`src/rtl/adc_seq_pkg.sv`:
```
// Shared constants for the ADC frame sequencer: FSM state codes, channel
// count, sticky error bit positions and the frame FIFO entry width.
package adc_seq_pkg;

    localparam int NUM_CH = 4;

    // Sequencer state, 2-bit legacy-compatible encoding
    typedef logic [1:0] seq_state_t;
    localparam seq_state_t ST_IDLE    = 2'd0;
    localparam seq_state_t ST_ARMED   = 2'd1;
    localparam seq_state_t ST_COLLECT = 2'd2;
    localparam seq_state_t ST_COMMIT  = 2'd3;

    // Sticky error bit positions
    localparam int ERR_OVF  = 0;
    localparam int ERR_TMO  = 1;
    localparam int ERR_TRIG = 2;
    localparam int ERR_W    = 3;

    // One FIFO entry holds the captured-channel tag plus every channel slot
    function automatic int entry_width(input int data_w);
        return NUM_CH + NUM_CH * data_w;
    endfunction

endpackage

```
`src/rtl/adc_frame_fifo.sv`:
```
// Synchronous first-word-fall-through frame FIFO. The head entry is held in
// a register so rdata is a flop output. A push while full with no pop is
// dropped (drop pulses); a push and pop together while full both succeed.
module adc_frame_fifo #(
    parameter int WIDTH = 68,
    parameter int DEPTH = 8
) (
    input  logic                     clk,
    input  logic                     rst,
    input  logic                     push,
    input  logic [WIDTH-1:0]         wdata,
    input  logic                     pop,
    output logic [WIDTH-1:0]         rdata,
    output logic [$clog2(DEPTH):0]   level,
    output logic [$clog2(DEPTH):0]   level_nxt,
    output logic                     empty,
    output logic                     full,
    output logic                     drop
);

    localparam int AW = $clog2(DEPTH);
    localparam int LW = AW + 1;

    logic [WIDTH-1:0] mem [DEPTH];
    logic [AW-1:0]    wr_ptr;
    logic [AW-1:0]    rd_ptr;
    logic [AW-1:0]    rd_ptr_inc;
    logic [LW-1:0]    count;
    logic             do_push;
    logic             do_pop;
    logic [WIDTH-1:0] head_nxt;

    assign empty      = (count == '0);
    assign full       = (count == LW'(DEPTH));
    assign do_pop     = pop && !empty;
    assign do_push    = push && (!full || do_pop);
    assign drop       = push && full && !do_pop;
    assign rd_ptr_inc = rd_ptr + AW'(1);
    assign level_nxt  = count + LW'(do_push) - LW'(do_pop);
    assign level      = count;

    // Select what the head register holds after this cycle's push/pop
    always_comb begin
        head_nxt = rdata;
        if (level_nxt == '0) begin
            head_nxt = '0;
        end else if (do_pop) begin
            // Popping the only entry: the simultaneous push becomes the head
            head_nxt = (count == LW'(1)) ? wdata : mem[rd_ptr_inc];
        end else if (empty && do_push) begin
            head_nxt = wdata;
        end
    end

    // Storage array write; contents need no reset since count gates visibility
    always_ff @(posedge clk) begin
        if (do_push) begin
            mem[wr_ptr] <= wdata;
        end
    end

    // Pointers, occupancy and registered head
    always_ff @(posedge clk or posedge rst) begin
        if (rst) begin
            wr_ptr <= '0;
            rd_ptr <= '0;
            count  <= '0;
            rdata  <= '0;
        end else begin
            if (do_push) begin
                wr_ptr <= wr_ptr + AW'(1);
            end
            if (do_pop) begin
                rd_ptr <= rd_ptr_inc;
            end
            count <= level_nxt;
            rdata <= head_nxt;
        end
    end

endmodule

```
`src/rtl/adc_frame_sequencer.sv`:
```
// Gathers one result per enabled ADC channel into a coherent frame, either
// free-running or armed by the PWM carrier sync, guards collection with a
// timeout, and queues finished frames in a FWFT FIFO for the register block.
module adc_frame_sequencer
    import adc_seq_pkg::*;
#(
    parameter int DATA_W     = 16,
    parameter int FIFO_DEPTH = 8,
    parameter int TIMEOUT    = 5000
) (
    input  logic                          clk,
    input  logic                          rst,
    input  logic                          enable,
    input  logic                          mode_trig,
    input  logic [NUM_CH-1:0]             ch_mask,
    input  logic                          trig_in,
    input  logic [NUM_CH-1:0]             ch_valid,
    input  logic [NUM_CH*DATA_W-1:0]      ch_data,
    input  logic                          rd_en,
    output logic [NUM_CH*DATA_W-1:0]      rd_data,
    output logic [NUM_CH-1:0]             rd_tag,
    output logic [$clog2(FIFO_DEPTH):0]   fifo_level,
    output logic                          fifo_empty,
    output logic                          fifo_full,
    input  logic [$clog2(FIFO_DEPTH):0]   irq_thresh,
    output logic                          irq,
    output logic [ERR_W-1:0]              err,
    input  logic                          clr_err
);

    localparam int ENTRY_W = entry_width(DATA_W);
    localparam int TW      = (TIMEOUT > 1) ? $clog2(TIMEOUT) : 1;
    localparam logic [TW-1:0] TMO_LAST = TW'(TIMEOUT - 1);
    localparam int LW      = $clog2(FIFO_DEPTH) + 1;

    seq_state_t                 state;
    seq_state_t                 state_nxt;
    logic [NUM_CH-1:0]          active;
    logic [NUM_CH-1:0]          captured;
    logic [NUM_CH*DATA_W-1:0]   frame_data;
    logic [TW-1:0]              tmo_cnt;

    logic [NUM_CH-1:0]          hit;
    logic [NUM_CH-1:0]          cap_all;
    logic                       done;
    logic                       tmo_hit;
    logic                       enter_collect;
    logic                       tmo_evt;
    logic                       trig_evt;
    logic                       collecting;

    logic                       fifo_push;
    logic [ENTRY_W-1:0]         fifo_wdata;
    logic [ENTRY_W-1:0]         fifo_rdata;
    logic [LW-1:0]              level_nxt;
    logic                       fifo_drop;
    logic [ERR_W-1:0]           err_evt;

    // First result per channel wins; masked-off channels never register
    assign hit        = ch_valid & active & ~captured;
    assign cap_all    = captured | hit;
    assign done       = (cap_all == active);
    assign tmo_hit    = (tmo_cnt == TMO_LAST);
    assign collecting = (state == ST_COLLECT) && enable;
    assign trig_evt   = (state == ST_COLLECT) && trig_in;

    // Next-state decode; also flags COLLECT entry and timeout commits
    always_comb begin
        state_nxt     = state;
        enter_collect = 1'b0;
        tmo_evt       = 1'b0;
        case (state)
            ST_IDLE: begin
                if (enable && (ch_mask != '0)) begin
                    if (mode_trig) begin
                        state_nxt = ST_ARMED;
                    end else begin
                        state_nxt     = ST_COLLECT;
                        enter_collect = 1'b1;
                    end
                end
            end
            ST_ARMED: begin
                if (!enable) begin
                    state_nxt = ST_IDLE;
                end else if (trig_in) begin
                    if (ch_mask != '0) begin
                        state_nxt     = ST_COLLECT;
                        enter_collect = 1'b1;
                    end else begin
                        state_nxt = ST_IDLE;
                    end
                end
            end
            ST_COLLECT: begin
                if (!enable) begin
                    state_nxt = ST_IDLE;
                end else if (done) begin
                    // Completion beats a coinciding timeout
                    state_nxt = ST_COMMIT;
                end else if (tmo_hit) begin
                    state_nxt = ST_COMMIT;
                    tmo_evt   = 1'b1;
                end
            end
            ST_COMMIT: begin
                if (enable && (ch_mask != '0)) begin
                    if (mode_trig) begin
                        state_nxt = ST_ARMED;
                    end else begin
                        state_nxt     = ST_COLLECT;
                        enter_collect = 1'b1;
                    end
                end else begin
                    state_nxt = ST_IDLE;
                end
            end
            default: state_nxt = ST_IDLE;
        endcase
    end

    // State register
    always_ff @(posedge clk or posedge rst) begin
        if (rst) begin
            state <= ST_IDLE;
        end else begin
            state <= state_nxt;
        end
    end

    // Capture slots, captured tags, active mask and timeout counter
    always_ff @(posedge clk or posedge rst) begin
        if (rst) begin
            active     <= '0;
            captured   <= '0;
            frame_data <= '0;
            tmo_cnt    <= '0;
        end else if (enter_collect) begin
            active     <= ch_mask;
            captured   <= '0;
            frame_data <= '0;
            tmo_cnt    <= '0;
        end else if (collecting) begin
            captured <= cap_all;
            for (int i = 0; i < NUM_CH; i++) begin
                if (hit[i]) begin
                    frame_data[i*DATA_W +: DATA_W] <= ch_data[i*DATA_W +: DATA_W];
                end
            end
            if (!done && !tmo_hit) begin
                tmo_cnt <= tmo_cnt + TW'(1);
            end
        end
    end

    // Slots never written during the frame are still zero from COLLECT entry
    assign fifo_push  = (state == ST_COMMIT);
    assign fifo_wdata = {captured, frame_data};

    adc_frame_fifo #(
        .WIDTH (ENTRY_W),
        .DEPTH (FIFO_DEPTH)
    ) u_fifo (
        .clk       (clk),
        .rst       (rst),
        .push      (fifo_push),
        .wdata     (fifo_wdata),
        .pop       (rd_en),
        .rdata     (fifo_rdata),
        .level     (fifo_level),
        .level_nxt (level_nxt),
        .empty     (fifo_empty),
        .full      (fifo_full),
        .drop      (fifo_drop)
    );

    assign {rd_tag, rd_data} = fifo_rdata;

    assign err_evt[ERR_OVF]  = fifo_drop;
    assign err_evt[ERR_TMO]  = tmo_evt;
    assign err_evt[ERR_TRIG] = trig_evt;

    // Sticky errors; a new event in the clearing cycle survives the clear
    always_ff @(posedge clk or posedge rst) begin
        if (rst) begin
            err <= '0;
        end else begin
            err <= (clr_err ? '0 : err) | err_evt;
        end
    end

    // Level interrupt follows the post-update FIFO occupancy
    always_ff @(posedge clk or posedge rst) begin
        if (rst) begin
            irq <= 1'b0;
        end else begin
            irq <= (irq_thresh != '0) && (level_nxt >= irq_thresh);
        end
    end

endmodule

```
`config.mk`:
```
export PLATFORM = sky130hd
export DESIGN_NAME = adc_frame_sequencer
export DESIGN_NICKNAME = d
export VERILOG_FILES = /design/src/rtl/adc_seq_pkg.sv /design/src/rtl/adc_frame_fifo.sv /design/src/rtl/adc_frame_sequencer.sv
export SDC_FILE = /design/constraint.sdc
export NUM_CORES = 1
export LEC_CHECK = 0
export BUFFER_PORTS_ARGS = -buffer_cell sky130_fd_sc_hd__buf_2
export CAP_MARGIN = 10
export CORE_ASPECT_RATIO = 1.1
export CORE_MARGIN = 8
export CORE_UTILIZATION = 55
export CTS_CLUSTER_DIAMETER = 40
export DETAILED_ROUTE_END_ITERATION = 10
export PLACE_DENSITY = 0.73
export RECOVER_POWER = 25
export SLEW_MARGIN = 20
export SYNTH_ARGS = -nofsm -noshare
export SYNTH_HDL_FRONTEND = slang
export SYNTH_HIERARCHICAL = 1
export SYNTH_SLANG_ARGS = --single-unit
```
`constraint.sdc`:
```
create_clock -name clk -period 7.3 [get_ports clk]
set_clock_uncertainty 0.05 [all_clocks]
set_input_delay 0.365 -clock clk [delete_from_list [all_inputs] [get_ports clk]]
set_output_delay 0.365 -clock clk [all_outputs]
set_load 0.02 [all_outputs]
```
Word level (Yosys, flattened, before mapping)
Memory sizes are Yosys's and may differ from the RTL's.
Cells that the tools add are included.
{"block": "classes", "muxes": 38, "n_reduce_logical": 35, "n_lt_le_gt_ge": 1, "eq_ne": 10, "n_bitwise": 5, "add_sub_neg": 5}
{"op": "$mux 68", "count": 4}
{"op": "$mux 64", "count": 2}
{"op": "$mux 16", "count": 4}
{"op": "$mux 13", "count": 3}
{"op": "$mux 2", "count": 9}
{"op": "$add 13x1->13 const B", "count": 1}
{"op": "$eq 13x13->1 const B", "count": 1}
{"op": "$reduce_bool 2->1", "count": 6}
{"op": "$mux 1", "count": 11}
{"op": "$logic_and 1x1->1", "count": 10}
{"op": "$reduce_and 2->1", "count": 5}
{"op": "$and 4x4->4", "count": 2}
{"op": "$logic_not 4->1", "count": 2}
{"op": "$mux 4", "count": 2}
{"op": "$pmux 2 s4", "count": 1}
{"op": "$reduce_bool 4->1", "count": 2}
{"op": "$add 3x1->3 const B", "count": 2}
{"op": "$logic_not 1->1", "count": 5}
{"op": "$add 4x1->4", "count": 1}
{"op": "$eq 2x2->1 const B", "count": 2}
{"op": "$eq 4x1->1 const B", "count": 1}
{"op": "$eq 4x4->1", "count": 1}
{"op": "$eq 4x4->1 const B", "count": 1}
{"op": "$ge 4x4->1", "count": 1}
{"op": "other kinds (15)", "count": 15}
{"block": "totals", "n_memories": 1, "out_inout_bits": 78, "register_bits": 169, "mem_bits_rw": 544}
{"name": "u_fifo.mem", "depth": 8, "word_bits": 68, "rd": 1, "rd_clocked_by_memory_dff": 0, "write_ports": 1, "line": "adc_frame_fifo.sv:24", "text": "logic [WIDTH-1:0] mem [DEPTH];"}

Depth between registers and ports, before layout
{"block": "depth", "depth_word": 9, "ltp_mapped": 15, "depth_no_buf": 15}

Cells and area by module
Netlist, hierarchy kept.
{"module": "adc_frame_fifo", "cells_each": 1169, "instances": 1, "seq_area_each_um2": 18287.5, "area_each_um2": 23669.0}
{"module": "adc_frame_sequencer", "cells_each": 463, "instances": 1, "seq_area_each_um2": 2277.2, "area_each_um2": 4140.2}

Worst setup path before layout
OpenSTA, ideal clock, no wires.
{"block": "synth_timing", "path_type": "flip-flop to flip-flop", "startpoint": "register u_fifo.count[2], in the netlist u_fifo/level[2]", "endpoint": "memory u_fifo.mem[0][0], enable pin", "path_slack_ns": 0.604, "n_path_buf": 0, "required_ns": 6.672, "arrival_time_ns": 6.069, "synth_period_minus_slack_ns": 6.696, "path_stages_with_launch": 8, "cell_sequence": "dfrtp_1 > inv_1 > ha_1 > nor3b_1 > o21ai_0 > and2_1 > nand2b_1 > nor3_1"}
{"block": "synth_via", "elab_cells_between_ends": 9}
{"item": "start, declared", "line": "adc_frame_fifo.sv:28", "text": "logic [LW-1:0] count;"}
{"item": "start signal, assigned", "line": "adc_frame_fifo.sv:76", "text": "count <= level_nxt;"}
{"item": "$eq 4x4->1", "line": "adc_frame_fifo.sv:34", "text": "assign full = (count == LW'(DEPTH));"}
{"item": "via fifo_full", "line": "adc_frame_sequencer.sv:24", "text": "output logic fifo_full,"}
{"item": "$logic_not 1->1", "line": "adc_frame_fifo.sv:36", "text": "assign do_push = push && (!full || do_pop);"}
{"item": "$logic_or 1x1->1", "line": "adc_frame_fifo.sv:36"}
{"item": "$logic_and 1x1->1", "line": "adc_frame_fifo.sv:36"}
{"item": "$mux 1", "line": "adc_frame_fifo.sv:57", "text": "if (do_push) begin"}
{"item": "$mux 1 (not written as such)", "line": "adc_frame_fifo.sv:58", "text": "mem[wr_ptr] <= wdata;"}
{"item": "end, declared", "line": "adc_frame_fifo.sv:24"}
The timed path passes the listed nets, and every way through them passes these cells.

Final worst setup path
{"block": "layout_timing", "startpoint": "register u_fifo.count[3], in the netlist u_fifo/level[3]", "endpoint": "register u_fifo.rdata[29]"}
{"block": "layout_via", "elab_chain_cells": 9, "elab_cells_between_ends": 16}
{"item": "$logic_not 4->1", "line": "adc_frame_fifo.sv:33", "text": "assign empty = (count == '0);"}
{"item": "$logic_not 1->1", "line": "adc_frame_fifo.sv:35", "text": "assign do_pop = pop && !empty;"}
{"item": "$logic_and 1x1->1", "line": "adc_frame_fifo.sv:35"}
{"item": "$logic_or 1x1->1", "line": "adc_frame_fifo.sv:36"}
{"item": "$logic_and 1x1->1", "line": "adc_frame_fifo.sv:36"}
{"item": "$add 4x1->4", "line": "adc_frame_fifo.sv:39", "text": "assign level_nxt = count + LW'(do_push) - LW'(do_pop);"}
{"item": "$sub 4x1->4 *", "line": "adc_frame_fifo.sv:39"}
{"item": "via level_nxt[2]", "line": "adc_frame_sequencer.sv:55", "text": "logic [LW-1:0] level_nxt;"}
{"item": "$logic_not 4->1 *", "line": "adc_frame_fifo.sv:45", "text": "if (level_nxt == '0) begin"}
{"item": "$reduce_bool 3->1 (no line) or $mux 68 (tied branches)"}
{"item": "end signal, assigned", "line": "adc_frame_fifo.sv:77", "text": "rdata <= head_nxt;"}
{"item": "end, declared", "line": "adc_frame_fifo.sv:13", "text": "output logic [WIDTH-1:0] rdata,"}
The timed path passes the listed nets; every way through them passes the cells marked *.
A chain may end at the register's enable or synchronous reset.

==> results.json <==
{
  "dieArea_sq_um": 58020,
  "leakage_nw": 12.40,
  "drt_iter0_drc": 1375,
  "pin_count": 161,
  "synth_top_area_share_pct": 58.74,
  "synthTopCellsByCount": "edfxtp_1, dfrtp_1, nand2_1",
  "fin_util_pct": 65.79,
  "cp.arrival_ns": 4.71,
  "clkLatencyLatePin_ns": 0.62,
  "synth-compound-area-share_pct": 8.364,
  "ys_seq_elements": 713,
  "crit_buf_inv": 3,
  "synthAdderAreaFrac_pct": 0.8819,
  "syn_inst": 1632,
  "syn_area_sq_um": 27810,
  "worstPathCellList": "inv_1 -> ha_1 -> nor3b_2 -> nor2_1 -> nand2_1 -> o21ai_0 -> ha_1 -> inv_1 -> fa_1 -> xnor2_1 -> nor3_1 -> a21boi_4 -> buf_4 -> a22o_1",
  "cp_top_family": "simple AND/OR/NAND/NOR gates",
  "wl_um": 65670,
  "clock-sinks": 713,
  "start_util_pct": 55.58,
  "ctsResizeCount": 0,
  "maxSlewViolCount": 32,
  "fmax_mhz": 236.9,
  "antenna_found_initial": 3,
  "synth_mux_area_share_pct": 10.48,
  "vias": 16133,
  "synth_area_leader_cell": "edfxtp_1",
  "syn_avg_cell_area_sq_um": 17.04,
  "core-area_sq_um": 50040,
  "gp_congestion": 0.7777,
  "synthArstFlopShare_pct": 23.70,
  "ys_warn_count": 6,
  "violations": "capacitance limit, slew limit",
  "slowest_stage": "buf_4",
  "reg2reg_setup_slack_ns": 3.08,
  "worstSetupPathType": "reg -> reg",
  "cp-end-kind": "flip-flop",
  "seq_area_frac_synth_pct": 73.95,
  "tritoncts": "yes",
  "regArea_sq_um": 20570,
  "htreeDepth": 3,
  "setup_viol": 0,
  "worst_ir_drop_vdd_mv": 0.4858,
  "synth-edff-count": 544,
  "ys_types": 59,
  "cts.clk_slew.worst_paths_ns": 0.06,
  "finalCritPeriodShare_pct": 57.82,
  "die_y_um": 251.8,
  "finalPower_mw": 14.79,
  "max_stage_delay_ns": 0.84,
  "synthXorXnorAreaFrac_pct": 0.2160,
  "synthSimpleGateAreaFrac_pct": 4.022,
  "area_delta_synth_final_pct": 18.37,
  "synthTopCellsByArea": "edfxtp_1, dfrtp_1, mux4_2",
  "drtPass1Iterations": 5,
  "rows": 86,
  "hpwl_um": 34120,
  "hold_viol_final": 0,
  "first_global_vias": 16750,
  "port_buffers": 160,
  "syn-num-nets": 1734,
  "fin_crit_ns": 4.221,
  "worst-path-max-fanout": 68,
  "rsz0062_at_grt": "false",
  "max_slew.worst_pin.slew_ns": 1.959,
  "status": "complete, but fails checks",
  "fillerInstances": 3391,
  "drcViolationCount": 0,
  "hp-class": "in -> reg",
  "multi_input_area_sq_um": 6778,
  "track_usage_pct": 22.55,
  "fin_tns_setup_ns": 0,
  "grt_overflow": 0,
  "maxCapViolations": 1,
  "powerDensity_nw_per_um2": 449.4,
  "wl_per_cell_um": 25.10,
  "grt_pass1_wl_um": 100200,
  "grt_max_degree": 114,
  "crit_required_ns": 7.79,
  "dieWidth_um": 230.4,
  "cts_made_buffers": 84,
  "clock_path_buffers": 3,
  "drt.antenna.violating_nets": 0,
  "startpoint_type": "flip-flop",
  "drive_gt1_share_pct": 22.11,
  "via_per_inst": 6.167,
  "synth_top_family_by_area": "multiplexers",
  "synth_most_common_cell": "edfxtp_1",
  "cts-root-buf": "clkbuf_16",
  "fin_nets": 1985,
  "slew_headroom_pct": -31.34,
  "yosys_most_used_dff": "edfxtp_1"
}
==> timing repair <==
| action | in CTS | in global routing |
|---|---|---|
| hold buffers | 71 | 0 |
| buffers inserted | 0 | 0 |
| endpoints found under the hold margin | 142 | 0 |
==> routing by layer <==
layer  wire length [um]  vias up  track usage (%)
met4               1897        2            8.385
li1                   -     7009                -
met5                 13        -                0
met2              33620      692            38.75
met1              25340     8292            28.64
met3               4791      138            3.955
==> power breakdown <==
part	internal, mW	total [mW]	switching [mW]
Combinational	1.89	4.51	2.62
Clock	2.52	4.21	1.69
Sequential	5.36	6.07	0.714
==> worst min-delay path: cells and delay by family <==
family                 cells  cell delay [ns]
and+or+nand+nor            1             0.10
AOI/OAI and AO/OA          1             0.07
buffers and inverters      1             0.12
==> area by class of cell <==
type / count / area share [%]
Sequential cell: 713 / 62.49
Clock inverter: 52 / 1.866
Tap cell: 660 / 2.509
Timing Repair Buffer: 260 / 5.348
Clock buffer: 105 / 6.842
Multi-Input combinational cell: 795 / 20.59
Inverter: 29 / 0.3421
Antenna cell: 2 / 0.01520
==> path summary, 6_finish.rpt <==
path                                            from                           end  cells after the start
setup / recovery           u_fifo/level[3]$_DFF_PP0_  u_fifo/rdata[29]$_DFFE_PP0P_                     14
hold / removal                           ch_valid[3]       captured[3]$_DFFE_PP0P_                      3
setup reg to reg           u_fifo/level[3]$_DFF_PP0_  u_fifo/rdata[29]$_DFFE_PP0P_                     14
hold reg to reg                     err[0]$_DFF_PP0_              err[0]$_DFF_PP0_                      1
max in group asynchronous                        rst  u_fifo/rd_ptr[0]$_DFFE_PP0N_                      4
min in group asynchronous                        rst    frame_data[31]$_DFFE_PP0P_                      3
==> cell usage in the layout (no fill, tap or decap), types with 4 or more instances in the layout <==
cell / count
nand3_1: 11
mux2i_1: 137
a221oi_1: 59
o32ai_1: 4
inv_1: 26
edfxtp_1: 544
a21oi_1: 82
buf_4: 26
or4_1: 4
clkbuf_1: 16
nand2_1: 163
xnor2_1: 4
a221oi_2: 9
mux4_2: 68
clkinv_2: 9
o22ai_1: 68
dlygate4sd3_1: 71
inv_6: 11
clkinv_8: 4
nand4_1: 6
clkinv_4: 5
nor2_1: 11
or3_1: 7
clkbuf_16: 85
clkinv_1: 6
a21o_1: 4
bufinv_16: 8
o21ai_0: 11
a22o_1: 69
buf_2: 159
ha_1: 18
nor2_4: 7
nand2b_1: 9
clkinvlp_4: 5
clkbuf_8: 5
dfrtp_1: 168
==> per-stage QoR <==
stage	setup WS [ns]	instances	hold slack (ns)	cell area [sq um]
floorplan	0.6038	1632	0.4183	27810
global placement	3.256	2385	0.4075	29320
detailed placement	3.107	2386	0.4299	29340
CTS	3.088	2614	0.003835	32910
global route	2.880	2616	0.02457	32920
finish	3.079	2616	0.03309	32920
==> flip-flops by register name (all words and copies together) (netlist names) <==
signal and flops:
u_fifo/mem 544, u_fifo/rdata 68, frame_data 64, tmo_cnt 13, active 4, captured 4
u_fifo/level 4, err 3, u_fifo/rd_ptr 3, u_fifo/wr_ptr 3, state 2, irq 1
==> logic make-up after synthesis <==
| family | after synthesis |
|---|---|
| muxes | 206 |
| buffers and inverters | 124 |
| and+or+nand+nor | 244 |
| adders and majority gates | 19 |
| xor gates and xnor gates | 6 |
| DFF | 713 |
| AOI/OAI and AO/OA | 320 |
(Power assumes the default switching activity.)
